$ cat config.mk
export PLATFORM = sky130hd
export DESIGN_NAME = subtracter_8bit_core
export DESIGN_NICKNAME = d
export VERILOG_FILES = /design/src/rtl/subtracter_8bit_core.sv
export SDC_FILE = /design/constraint.sdc
export NUM_CORES = 1
export LEC_CHECK = 0
export BUFFER_PORTS_ARGS = -buffer_cell sky130_fd_sc_hd__buf_2
export CORE_AREA = 4 4 41 43
export CTS_BUF_LIST = sky130_fd_sc_hd__clkbuf_4 sky130_fd_sc_hd__clkbuf_8 sky130_fd_sc_hd__clkbuf_16
export DETAILED_ROUTE_END_ITERATION = 12
export DIE_AREA = 0 0 45 47
export PLACE_DENSITY_LB_ADDON = 0.08
export RECOVER_POWER = 100
export SLEW_MARGIN = 20
export SYNTH_ARGS = -nofsm -noshare
export SYNTH_HDL_FRONTEND = slang
export SYNTH_SLANG_ARGS = --single-unit
$ cat constraint.sdc
create_clock -name clk -period 4.5 [get_ports clk]
set_input_delay 0.9 -clock clk [delete_from_list [all_inputs] [get_ports clk]]
set_output_delay 0.9 -clock clk [all_outputs]
set_load 0.01 [all_outputs]
$ cat src/rtl/subtracter_8bit_core.sv
// rtl/subtracter_8bit_core.sv - 8-bit ripple subtracter with registered diff/borrow; SUB_OVERFLOW_EN adds overflow
module subtracter_8bit_core (
    input  logic       clk,
    input  logic       rst,
    input  logic [7:0] a,
    input  logic [7:0] b,
    output logic [7:0] diff,
`ifdef SUB_OVERFLOW_EN
    output logic       overflow,
`endif
    output logic       borrow
);

    logic [7:0] diff_d;
    logic [7:0] diff_q;
    logic       borrow_d;
    logic       borrow_q;
    logic [8:0] bw;

    // bw[i] is the borrow into cell i; bw[8] is the borrow out of the top cell.
    always_comb begin
        bw     = 9'd0;
        diff_d = 8'd0;
        for (int i = 0; i < 8; i++) begin
            diff_d[i] = a[i] ^ b[i] ^ bw[i];
            bw[i+1]   = (~a[i] & b[i]) | (~(a[i] ^ b[i]) & bw[i]);
        end
        borrow_d = ~bw[8];
    end

    always_ff @(posedge clk) begin
        if (rst) begin
            diff_q   <= 8'd0;
            borrow_q <= 1'b0;
        end else begin
            diff_q   <= diff_d;
            borrow_q <= borrow_d;
        end
    end

    assign diff   = diff_q;
    assign borrow = borrow_q;

`ifdef SUB_OVERFLOW_EN
    logic overflow_d;
    logic overflow_q;

    assign overflow_d = (a[7] ^ b[7]) & (a[7] ^ diff_d[7]);

    always_ff @(posedge clk) begin
        if (rst) begin
            overflow_q <= 1'b0;
        end else begin
            overflow_q <= overflow_d;
        end
    end

    assign overflow = overflow_q;
`endif

endmodule

==> results.tsv <==
metric	value	unit
status	completed	
worstHoldPathCells	3	
grt_setup_unrepaired	no	
final_cells	81	
grt_max_degree	10	
async_reset_ff_share	0	%
ir_worst_vdd	0.146	mV
rows	13	
yosys.area_share.simple	11.8	%
synthTopCellsByArea	dfxtp_1 42%, fa_1 32%, inv_1 8.7%	
drtIter0Drc	1	
finalCriticalPeriod	3.82	ns
yosysUniqueCellTypes	8	
finalSetupTns	0	ns
critPathCaptureType	register	
holdPathEnd	diff[0]	
max_slew_margin	86.2	%
core_area	1300	um^2
cts_root_buffer	clkbuf_4	
synth_area_leader_cell	dfxtp_1	
cts_buffer_depth	2	
start_util	33.3	%
synth_area	433	um^2
grt.total_usage	8.15	%
io_pins	27	
fin_crit_sh	84.9	%
synth-edff-count	0	
post_cts_buffers	0	
nets	93	
die_area	2120	um^2
grt_antenna_before_repair	0	
hold_viol	0	
synth_most_common_cell	inv_1	
cts-htree-levels	1	
die_h	47	um
grt_pass1_wl	1150	um
synth_compound_area_share	0	%
vias	313	
diodes	0	
tightest_slew	0.207	ns
cts_tree	yes	
cp.required	4.64	ns
grt_pass1_vias	287	
startpoint_type	input pin	
hold_path_class	input pin to register	
synth_flop_cell	dfxtp_1	
synth_fa_ha_area_share	35.3	%
final_core_util	44.9	%
overflow	0	
post_drt_wl_per_cell	9.31	um
worst_slack	0.677	ns
syn-instance-count	37	
dp_hpwl	649	um
synth_top_family_by_area	adder cells	
ys_seq_area_share	41.6	%
hold_start	b[0]	
clock_sinks	9	
drt-total-wl	754	um
syn_to_final_growth	35.0	%
nFillCells	146	
postRouteAntennaNets	0	
maxCapViolations	0	
drive_gt1_share	34.8	%
critPathKind	input pin to register	
yosysWarnings	0	
fin_hold_ws	0.916	ns
gp_congestion	0.658	
portBuffers	26	
cts_resized	0	
power_density	345	nW/um^2
syn_nets	63	
fmax	0.262	GHz
final_cell_area	584	um^2
die_w	45	um
muxShareOfSynthArea	0	%
worst-endpoint-arrival	3.97	ns
yosys.area.top_type_share	41.6	%
cellLeakagePower	0.302	nW
yosys-top-cells-count	10 x inv_1, 9 x dfxtp_1, 7 x fa_1, 7 x nor2_1	
setup_viol	0	
critPathMaxFanout	1	
drc	0	
slew_viol_final	0	
numCtsBuffers	3	
p_total	201	uW
viasPerCell	3.86	
drt-pass1-iter-count	2	
cts_hold_buf	0	
dp_cells	77	
ys_seq_elements	9	
placed_area	571	um^2
preCtsSetupSlack	0.369	ns
syn_avg_cell_area	11.7	um^2
clk_pin_slew_worst_paths	0.06	ns
synth-xor-area-share	0	%
-- cell families (layout without fill, tap and decap cells) --
| logic type | after synthesis | after routing |
|---|---|---|
| DFF | 9 | 9 |
| and+or+nand+nor | 9 | 9 |
| buffers and inverters | 11 | 40 |
| adders and majority gates | 8 | 8 |
-- power by group --
group          switching (mW)  internal [mW]
combinational          0.0229         0.0198
sequential            0.00209         0.0890
clock                  0.0274         0.0401
total                  0.0524          0.149
-- layout by cell type, fill, tap and decap left out --
cell type,n
nor2_1,7
ha_1,1
nor2_4,1
clkbuf_4,4
inv_1,10
fa_1,7
dfxtp_1,9
nor2b_2,1
clkbuf_1,9
buf_2,17
-- final cells by class --
class / instances / area (um^2) / area share, %
clock buffers: 4 / 30.0 / 5.14
inverters: 10 / 37.5 / 6.42
multi-input cells: 17 / 199 / 34.0
flip-flops and latches: 9 / 180 / 30.8
well taps: 15 / 18.8 / 3.21
repair buffers: 26 / 119 / 20.3
-- flip-flops by register name, summed over array words and instances (netlist names) --
register  flops
borrow        1
diff          8
-- critical path: stages --
cell	delay, ns
buf_2	0.08
inv_1	0.03
ha_1	0.18
inv_1	0.06
fa_1	0.16
inv_1	0.05
fa_1	0.38
fa_1	0.39
fa_1	0.38
fa_1	0.40
fa_1	0.40
fa_1	0.54
nor2_4	0.03
-- routing by layer --
layer / GRT usage (%) / part of all wire, % / up-vias
met5: 0 / 0 / -
met4: 5.26 / 0 / 0
met3: 4.60 / 15 / 0
met2: 11.9 / 49 / 17
met1: 9.15 / 36 / 137
li1: - / - / 159
-- worst max path at each step --
stage / start / endpoint / cells past startpoint
finish: a[0] / diff[7] / 13
floorplan: a[0] / diff[7] / 12
global placement: a[0] / diff[7] / 13
global route: a[0] / diff[7] / 13
detailed placement: a[0] / diff[7] / 13
CTS: a[0] / diff[7] / 13
(Power assumes the default switching activity.)
